`config.mk`:
```
export PLATFORM = sky130hd
export DESIGN_NAME = y_alu
export DESIGN_NICKNAME = d
export VERILOG_FILES = /design/src/rtl/y_alu.sv
export SDC_FILE = /design/constraint.sdc
export NUM_CORES = 1
export LEC_CHECK = 0
export ABC_AREA = 0
export CAP_MARGIN = 10
export CORE_AREA = 2 2 94 96
export CTS_BUF_LIST = sky130_fd_sc_hd__clkbuf_8
export CTS_CLUSTER_DIAMETER = 40
export DETAILED_ROUTE_END_ITERATION = 7
export DIE_AREA = 0 0 96 98
export PLACE_DENSITY = 0.81
export SYNTH_ARGS = -nofsm -noshare
export SYNTH_HDL_FRONTEND = slang
export SYNTH_SLANG_ARGS = --single-unit
```
`constraint.sdc`:
```
create_clock -name clk -period 1.3 [get_ports clk]
set_input_delay 0.26 -clock clk [delete_from_list [all_inputs] [get_ports clk]]
set_output_delay 0.26 -clock clk [all_outputs]
set_load 0.02 [all_outputs]
```
`src/rtl/y_alu.sv`:
```
// Execute-stage integer ALU: AND/OR/ADD/SUB on two operands with a registered
// result and registered zero flag, one cycle of latency.
module y_alu #(
    parameter int WIDTH = 32
) (
    input  logic             clk,
    input  logic             rst,
    input  logic [WIDTH-1:0] a,
    input  logic [WIDTH-1:0] b,
    input  logic [2:0]       op,
    output logic [WIDTH-1:0] z,
    output logic             ex
);

    typedef enum logic [2:0] {
        OP_AND = 3'b000,
        OP_OR  = 3'b001,
        OP_ADD = 3'b010,
        OP_SUB = 3'b110
    } op_e;

    logic             sub;
    logic [WIDTH-1:0] b_sel;
    logic [WIDTH-1:0] sum;
    logic [WIDTH-1:0] result;

    // op[2] turns the shared adder into a subtractor: a + ~b + 1.
    assign sub   = op[2];
    assign b_sel = b ^ {WIDTH{sub}};
    assign sum   = a + b_sel + {{(WIDTH-1){1'b0}}, sub};

    always_comb begin
        result = '0;
        case (op)
            OP_AND:  result = a & b;
            OP_OR:   result = a | b;
            OP_ADD:  result = sum;
            OP_SUB:  result = sum;
            default: result = '0;
        endcase
    end

    // Output register stage; reset reads as a zero result, so the flag is set.
    always_ff @(posedge clk or posedge rst) begin
        if (rst) begin
            z  <= '0;
            ex <= 1'b1;
        end else begin
            z  <= result;
            ex <= ~|result;
        end
    end

endmodule

```
==> results of run 1 <==
## per-stage QoR
step / setup TNS (ns) / hold WS (ns) / utilization
after floorplan: -33.43 / 0.388 / -
after global placement: -49.93 / 0.631 / 0.789
after detailed placement: -52.41 / 0.651 / 0.789
after CTS: -31.07 / 0.327 / 0.904
## synthesized netlist by cell type (12+ instances only)
library cell	n	area (µm²)
sky130_fd_sc_hd__nor3_1	14	70.1
sky130_fd_sc_hd__ha_1	37	463
sky130_fd_sc_hd__nand3_1	14	70.1
sky130_fd_sc_hd__nand4_1	12	75.1
sky130_fd_sc_hd__a21o_1	13	97.6
sky130_fd_sc_hd__maj3_1	26	260
sky130_fd_sc_hd__o21ai_0	27	135
sky130_fd_sc_hd__nand2_1	58	218
sky130_fd_sc_hd__a21oi_1	30	150
sky130_fd_sc_hd__nor2_1	27	101
sky130_fd_sc_hd__xor2_1	38	333
sky130_fd_sc_hd__dfrtp_1	32	801
## logic make-up after synthesis
| logic type | count (synthesis) | share of synthesized area |
|---|---|---|
| simple gates | 175 | 0.217 |
| mux | 5 | 0.0151 |
| flops | 33 | 0.195 |
| xor+xnor | 45 | 0.0931 |
| buf+inv | 36 | 0.0414 |
| compound gates | 146 | 0.262 |
| fa+ha+maj | 64 | 0.176 |
## metal layers
layer / overflow / GRT usage
met1: 1 / 0.798
met2: 108 / 0.980
met3: 0 / 0.541
met4: 41 / 0.842
met5: 0 / 0.0333
## repair_timing
| action | 4_1_cts |
|---|---|
| hold buffers | 0 |
| pin swaps | 89 |
| endpoints found under the setup margin | 65 |
| gates cloned | 1 |
| setup buffers | 43 |
| gates resized for setup | 201 |
==> metrics.log, run 1 <==
INFO  metric run_status = stopped before the end
INFO  metric last-stage-reached = global routing (5_1_grt)
INFO  metric error_message = [ERROR GRT-0232] Routing congestion too high. Check the congestion heatmap in the GUI.
INFO  metric postSynthNetCount = 611
INFO  metric global_route.overflow_total = 150
INFO  metric postSynth.topFlopCell = sky130_fd_sc_hd__dfrtp_1
INFO  metric number_of_h_tree_levels = 2
INFO  metric numPortBuffers = 101
INFO  metric placement_setup_slack = -2.34 ns
INFO  metric grt_max_degree = 34
INFO  metric synth_sequential_area_ratio = 0.195
INFO  metric post_synth_inst_count = 504
INFO  metric globalRouteTotalUtil = 0.784
INFO  metric synthesis.area_per_instance = 8.40 µm²
INFO  metric synthesis.yosys.warnings = 0
INFO  metric place_area = roughly 6700 µm²
INFO  metric floorplan.initialDensity = 0.500
INFO  metric numClockSinks = 33
INFO  metric syn-cell-area = 4230 µm²
INFO  metric ys_types = between 80 and 90
INFO  metric synth_edf_count = 0
INFO  metric gp_routability_congestion = 0.971
INFO  metric synth_seq_cells = 33
INFO  metric placed_cells_incl_taps = 865
INFO  metric die-width = roughly 96 µm
INFO  metric boundaryPins = just over 100
INFO  metric fp.dieH = 98 µm
INFO  metric post-dp-hpwl = 13100 µm
INFO  metric cts-buffers-inserted = 5
INFO  metric worstEpCategory = register data pin
INFO  metric max-clock-path-buffers = 2
INFO  metric crit_endpoint = ex$_DFF_PP1_/D
INFO  metric async_flop_share = 1.00
INFO  metric placement_rows = 34
INFO  metric clock-root-buffer = sky130_fd_sc_hd__clkbuf_8
==> run 2, diff against run 1 <==
==> config.mk (replaced) <==
export PLATFORM = sky130hd
export DESIGN_NAME = y_alu
export DESIGN_NICKNAME = d
export VERILOG_FILES = /design/src/rtl/y_alu.sv
export SDC_FILE = /design/constraint.sdc
export NUM_CORES = 1
export LEC_CHECK = 0
export ABC_AREA = 0
export CAP_MARGIN = 10
export CORE_AREA = 2 2 106 108
export DETAILED_ROUTE_END_ITERATION = 7
export DIE_AREA = 0 0 108 110
export PLACE_DENSITY_LB_ADDON = 0.15
export SYNTH_ARGS = -nofsm -noshare
export SYNTH_HDL_FRONTEND = slang
export SYNTH_SLANG_ARGS = --single-unit
==> run 2 against run 1 <==
The flow now finishes, with violations (negative setup slack); area after synthesis stayed put; synthesized cell count unchanged.
==> metrics.log, run 2 <==
INFO  metric run_status = complete, but fails checks
INFO  metric violations = negative setup slack
INFO  metric routed_via_count_divided_by_cell_count = 5.75
INFO  metric finalHoldWorstSlack = 0.316 ns
INFO  metric numPortBuffers = 101
INFO  metric number_of_h_tree_levels = 2
INFO  metric leakage = 3.72 nW
INFO  metric reg.largest.list = z (32), ex (1)
INFO  metric synthesis.area_per_instance = 8.40 µm²
INFO  metric rsz0062_at_grt = yes
INFO  metric finalHoldViolations = 0
INFO  metric cts-buffers-inserted = 5
INFO  metric routed_wirelength = 19000 µm
INFO  metric async_flop_share = 1.00
INFO  metric postSynth.topFlopCell = sky130_fd_sc_hd__dfrtp_1
INFO  metric postRouteAntennaNets = 0
INFO  metric crit_path_capture_type = flop
INFO  metric synthDominantAreaCellType = sky130_fd_sc_hd__dfrtp_1
INFO  metric synth_top_area_share = 0.189
INFO  metric drt-initial-drc-count = 314
INFO  metric design.die.area = roughly 12000 µm²
INFO  metric worstPathRequired = around 1.5 ns
INFO  metric min_period_over_period = 2.27
INFO  metric largest_reg_flops = 32
INFO  metric power.density_cell_area = 895 nW/µm²
INFO  metric numClockSinks = 33
INFO  metric slew_headroom = 0.669
INFO  metric p_r_area_growth_vs_syn = 92.6%
INFO  metric clock.fmax = 0.338 GHz
INFO  metric power.total = 7.30 mW
INFO  metric layout_commonest_cell = sky130_fd_sc_hd__buf_4
INFO  metric num_vias = 5475
INFO  metric timing.final.ws_setup = -1.65 ns
INFO  metric period_minus_slack = 2.95 ns
INFO  metric max-clock-path-buffers = 2
INFO  metric timing.final.max_slew_violations = 0
INFO  metric synthesis.yosys.warnings = 0
INFO  metric syn-cell-area = 4230 µm²
INFO  metric clkSlewWorstSetupHoldPaths = 0.09 ns
INFO  metric global_route.overflow_total = 0
INFO  metric fp.dieH = 110 µm
INFO  metric mostFrequentLayoutCells = 190 x sky130_fd_sc_hd__buf_4, 52 x sky130_fd_sc_hd__dlygate4sd2_1, 47 x sky130_fd_sc_hd__nand2_1
INFO  metric grt_max_degree = 34
INFO  metric drc = 0
INFO  metric vdd_ir_drop_max = 0.515 mV
INFO  metric placement_rows = 38
INFO  metric finalSetupViolCount = 32
INFO  metric leading_cell_types_by_total_area_after_synthesis = sky130_fd_sc_hd__dfrtp_1 19%, sky130_fd_sc_hd__ha_1 11%, sky130_fd_sc_hd__xor2_1 7.9%
INFO  metric clock-root-buffer = sky130_fd_sc_hd__clkbuf_8
INFO  metric postSynthNetCount = 611
INFO  metric placement_setup_slack = -2.27 ns
INFO  metric yosys.area_share.adder = 0.176
INFO  metric grt_pass1_wl = 28200 µm
INFO  metric vias_in_the_first_global_route = 5615
INFO  metric drive_gt1_frac = 0.477
INFO  metric ys_types = 85
INFO  metric synth_edf_count = 0
INFO  metric detail_route.first_pass.iterations = 4
INFO  metric boundaryPins = 102
INFO  metric max_flop_register = z
INFO  metric post-dp-hpwl = 12700 µm
INFO  metric yosysMostFrequentCell = sky130_fd_sc_hd__nand2_1
INFO  metric post_synth_mux_area_share = 0.0151
INFO  metric timing_worst_slew_pin_value = 0.494 ns
INFO  metric worstHoldPathType = input pin to async pin
INFO  metric detail_route.wl_per_cell = between 15 and 20 µm
INFO  metric die-width = ~110 µm
INFO  metric final_core_utilization = 0.762
INFO  metric synth.cells.most_frequent = 58 x sky130_fd_sc_hd__nand2_1, 38 x sky130_fd_sc_hd__xor2_1, 37 x sky130_fd_sc_hd__ha_1
INFO  metric synth-xor-area-share = 0.0931
INFO  metric antenna_cells = 0
INFO  metric synth_compound_area_frac = 0.262
INFO  metric tritoncts = yes
INFO  metric crit_path_max_fanout = 3
INFO  metric synth_top_family_by_area = compound AO/OA/AOI/OAI gates
INFO  metric globalRouteTotalUtil = 0.306
INFO  metric synth-simple-area-share = 0.217
INFO  metric synth_sequential_area_ratio = 0.195
INFO  metric placeableCoreArea = 10700 µm²
INFO  metric critical_path.startpoint_type = input pin
INFO  metric fillers = 702
INFO  metric post_synth_inst_count = 504
INFO  metric timing.max_cap.violations = 0
INFO  metric grt_antenna_before_repair = 0
INFO  metric layout.cell_area.non_filler = 8150 µm²
INFO  metric gp_routability_congestion = 0.976
INFO  metric worst-setup-path-type = input pin to flop
INFO  metric place_area = approximately 6700 µm²
INFO  metric layout_net_count = 919
INFO  metric floorplan.initialDensity = 0.396
INFO  metric synth_seq_cells = 33
INFO  metric worst_ep_arrival_time = 3.19 ns
[run 2: cell counts after synthesis]
Identical to the previous run, type by type.
[run 2: power breakdown]
part	switching (mW)	internal, mW	leakage [nW]
combinational	2.43	2.45	3.23
sequential	0.0361	1.16	0.424
clock	0.469	0.763	0.0681
[run 2: logic make-up (layout without fill, tap and decap cells)]
family                     Yosys count  after routing
muxes                                5              5
DFF                                 33             33
xor gates and xnor gates            45             45
AOI/OAI and AO/OA                  146            146
and+or+nand+nor                    175            175
adders and majority gates           64             64
buffers and inverters               36            345
[run 2: final timing paths]
path | from | end | slack [ns]
setup / recovery | b[9] | ex$_DFF_PP1_ | -1.65
hold / removal | rst | z[3]$_DFF_PP0_ | 0.32
max in group asynchronous | rst | ex$_DFF_PP1_ | 0.73
min in group clk | b[1] | z[1]$_DFF_PP0_ | 0.46
[run 2: area by class of cell]
type,count,area (µm²),area share
Clock buffer,5,68.8,0.00844
Clock inverter,3,65.1,0.00798
Inverter,10,37.5,0.00460
Multi-Input combinational cell,435,4160,0.510
Sequential cell,33,827,0.101
Tap cell,140,175,0.0215
Timing Repair Buffer,327,2820,0.346
[run 2: through the flow]
step                std cells  setup TNS (ns)
floorplan                 504          -33.43
global placement          901          -51.09
detailed placement        901          -51.92
CTS                       939          -30.09
global route              953          -34.22
finish                    953          -32.22
[run 2: what timing repair did]
item	4_1_cts	5_1_grt
endpoints found under the setup margin	66	35
gates cloned	1	0
hold buffers	0	0
buffers inserted	36	20
pin swaps	85	50
gates resized for setup	212	84
[run 2: critical path, cell delays in order]
cell and delay [ns]:
sky130_fd_sc_hd__dlygate4sd2_1 0.28, sky130_fd_sc_hd__xor2_2 0.28, sky130_fd_sc_hd__ha_1 0.32, sky130_fd_sc_hd__a21oi_2 0.16, sky130_fd_sc_hd__o21ai_2 0.12, sky130_fd_sc_hd__buf_4 0.17, sky130_fd_sc_hd__or4_1 0.51, sky130_fd_sc_hd__a32o_2 0.30
sky130_fd_sc_hd__nor2_1 0.16, sky130_fd_sc_hd__nand4bb_1 0.20, sky130_fd_sc_hd__nor4_2 0.22, sky130_fd_sc_hd__nand4b_1 0.12, sky130_fd_sc_hd__nor2_1 0.11
[run 2: routing by layer]
layer | global-route usage | routed length [µm] | up-vias
met2 | 0.592 | 9960 | 234
met5 | 0 | 0 | -
met3 | 0.0364 | 937 | 77
li1 | - | - | 2514
met4 | 0.120 | 847 | 0
met1 | 0.340 | 7230 | 2650
(Power assumes the default switching activity.)
==> run 3, diff against run 2 <==
==> constraint.sdc (replaced) <==
create_clock -name clk -period 1.3 [get_ports clk]
set_input_delay 0.26 -clock clk [delete_from_list [all_inputs] [get_ports clk]]
set_output_delay 0.26 -clock clk [all_outputs]
set_load 0.1 [all_outputs]
==> run 3 against run 2 <==
The flow still finishes with violations (negative setup slack); first-iteration DRC count fell by 17%; largest power group unchanged; final cell count fell by 0.84%; critical path type unchanged; total power rose by 14%; sequential share of layout area fell by 0.28 points; die area did not move; highest routed layer unchanged; clock power fell by 12%.
==> metrics.log, run 3 (synthesis gave the netlist of run 2 again) <==
INFO  metric global_route.overflow_total = 0
INFO  metric timing.final.max_slew_violations = 0
INFO  metric leakage = 3.71 nW
INFO  metric place_area = 7080 µm²
INFO  metric clock.fmax = 0.329 GHz
INFO  metric finalSetupViolCount = 32
INFO  metric grt_max_degree = 34
INFO  metric power.density_cell_area = ~1000 nW/µm²
INFO  metric drt-initial-drc-count = 262
INFO  metric run_status = complete, but fails checks
INFO  metric placement_setup_slack = -2.27 ns
INFO  metric grt_antenna_before_repair = 0
INFO  metric gp_routability_congestion = 0.936
INFO  metric multi_input_area = 4110 µm²
INFO  metric reg.largest.list = z (32), ex (1)
INFO  metric rsz0062_at_grt = yes
INFO  metric critical_path.startpoint_type = input pin
INFO  metric p_r_area_growth_vs_syn = 98.0%
INFO  metric num_vias = roughly 5500
INFO  metric clock-root-buffer = sky130_fd_sc_hd__clkbuf_8
INFO  metric finalHoldWorstSlack = 0.312 ns
INFO  metric slew_headroom = 0.729
INFO  metric seqCellArea = 827 µm²
INFO  metric total_switching_power = 3.78 mW
INFO  metric routed_wirelength = 18800 µm
INFO  metric routed_via_count_divided_by_cell_count = slightly below 6
INFO  metric grt_pass1_wl = 27700 µm
INFO  metric detail_route.wl_per_cell = 19.9 µm
INFO  metric clkPwrFrac = 0.130
INFO  metric final-instance-count-excl-fill = 945
INFO  metric layout_net_count = 911
INFO  metric crit_path_capture_type = flop
INFO  metric finalHoldViolations = 0
INFO  metric layout_commonest_cell = sky130_fd_sc_hd__buf_4
INFO  metric placeableCoreArea = around 11000 µm²
INFO  metric detail_route.first_pass.iterations = 5
INFO  metric largest_reg_flops = 32
INFO  metric worst-setup-path-type = input pin to flop
INFO  metric design.die.area = 11900 µm²
INFO  metric worstHoldPathType = input pin to async pin
INFO  metric drc = 0
INFO  metric share_seq_of_total_power = 0.154
INFO  metric cell_internal_pwr = 4.54 mW
INFO  metric netSwitchingFraction = 0.454
INFO  metric drive_gt1_frac = 0.489
INFO  metric post-dp-hpwl = 13000 µm
INFO  metric min_period_over_period = 2.34
INFO  metric number_of_h_tree_levels = 2
INFO  metric tritoncts = yes
INFO  metric max-clock-path-buffers = 2
INFO  metric timing.final.ws_setup = -1.74 ns
INFO  metric numClockSinks = 33
INFO  metric numPortBuffers = 101
INFO  metric vdd_ir_drop_max = 0.742 mV
INFO  metric post_cts_hold_buffer_count = 0
INFO  metric clkSlewWorstSetupHoldPaths = 0.08 ns
INFO  metric timing_worst_slew_pin_value = 0.403 ns
INFO  metric period_minus_slack = 3.04 ns
INFO  metric globalRouteTotalUtil = 0.303
INFO  metric fillers = 687
INFO  metric max_flop_register = z
INFO  metric timing.max_cap.violations = 0
INFO  metric fp.dieH = around 110 µm
INFO  metric cts-buffers-inserted = 5
INFO  metric die-width = 108 µm
INFO  metric worst_ep_arrival_time = 3.28 ns
INFO  metric worstPathRequired = approximately 1.5 ns
INFO  metric floorplan.initialDensity = 0.396
INFO  metric layout.cell_area.non_filler = between 8000 and 9000 µm²
INFO  metric postRouteAntennaNets = 0
INFO  metric vias_in_the_first_global_route = 5541
INFO  metric antenna_cells = 0
INFO  metric mostFrequentLayoutCells = 189 x sky130_fd_sc_hd__buf_4, 55 x sky130_fd_sc_hd__nand2_1, 37 x sky130_fd_sc_hd__buf_12
INFO  metric power.share.combinational = 0.716
INFO  metric violations = negative setup slack
INFO  metric boundaryPins = 102
INFO  metric placement_rows = 38
INFO  metric placed_cells_incl_taps = 903
INFO  metric crit_path_max_fanout = 5
-- run 3: layout make-up --
cell class,count,share of cell area
multi-input combinational,435,0.490
timing repair buffer,319,0.372
sequential,33,0.0987
tap,140,0.0209
clock buffer,7,0.0103
inverter,10,0.00448
clock inverter,1,0.00358
-- run 3: what timing repair did --
item                                    4_1_cts  5_1_grt
resized for setup                           168       58
pin swaps                                    79       32
endpoints found under the setup margin       34       32
cloned                                        1        0
buffers inserted                             25       19
-- run 3: metrics by stage --
stage / utilization / total power [mW] / setup TNS [ns]
global route: 0.784 / 8.67 / -34.82
CTS: 0.751 / 7.90 / -31.09
finish: 0.784 / 8.32 / -33.15
floorplan: - / 3.93 / -33.43
detailed placement: 0.662 / 6.18 / -51.97
global placement: 0.662 / 6.12 / -51.31
-- run 3: per-layer routing --
layer  vias to the layer above  routed length [µm]  track usage
met3                        92                1080       0.0288
met4                         0                1090        0.145
met1                      2590                6780        0.331
li1                       2498                   -            -
met2                       280                9830        0.585
met5                         -                   0            0
-- run 3: how the worst max path moves through the flow --
stage                         endpoint  depth (start not counted)   from  slack (ns)
after CTS                 ex$_DFF_PP1_                         14  op[2]       -1.58
after global routing      ex$_DFF_PP1_                         14  b[15]       -1.99
final                     ex$_DFF_PP1_                         14  b[15]       -1.74
after floorplan           ex$_DFF_PP1_                         14  op[2]       -1.73
after global placement    ex$_DFF_PP1_                         12  b[14]       -2.23
after detailed placement  ex$_DFF_PP1_                         13   b[1]       -2.27
-- run 3: worst max-delay path, cell delays in order --
cell	delay [ns]
sky130_fd_sc_hd__clkdlybuf4s15_1	0.29
sky130_fd_sc_hd__xor2_4	0.22
sky130_fd_sc_hd__ha_4	0.31
sky130_fd_sc_hd__nand4_1	0.22
sky130_fd_sc_hd__nor2_2	0.23
sky130_fd_sc_hd__a221oi_2	0.08
sky130_fd_sc_hd__buf_4	0.17
sky130_fd_sc_hd__a211oi_4	0.40
sky130_fd_sc_hd__buf_4	0.19
sky130_fd_sc_hd__nand4b_1	0.14
sky130_fd_sc_hd__nand4_1	0.14
sky130_fd_sc_hd__nor4_1	0.32
sky130_fd_sc_hd__nand4b_1	0.17
sky130_fd_sc_hd__nor2_1	0.13
-- run 3: power by group through the flow --
stage / sequential (mW) / combinational (mW) / clock, mW
after detailed placement: 1.30 / 4.88 / 0
final: 1.28 / 5.96 / 1.08
after global routing: 1.29 / 6.23 / 1.14
after CTS: 1.28 / 5.51 / 1.11
after floorplan: 2.22 / 1.72 / 0
after global placement: 1.30 / 4.83 / 0
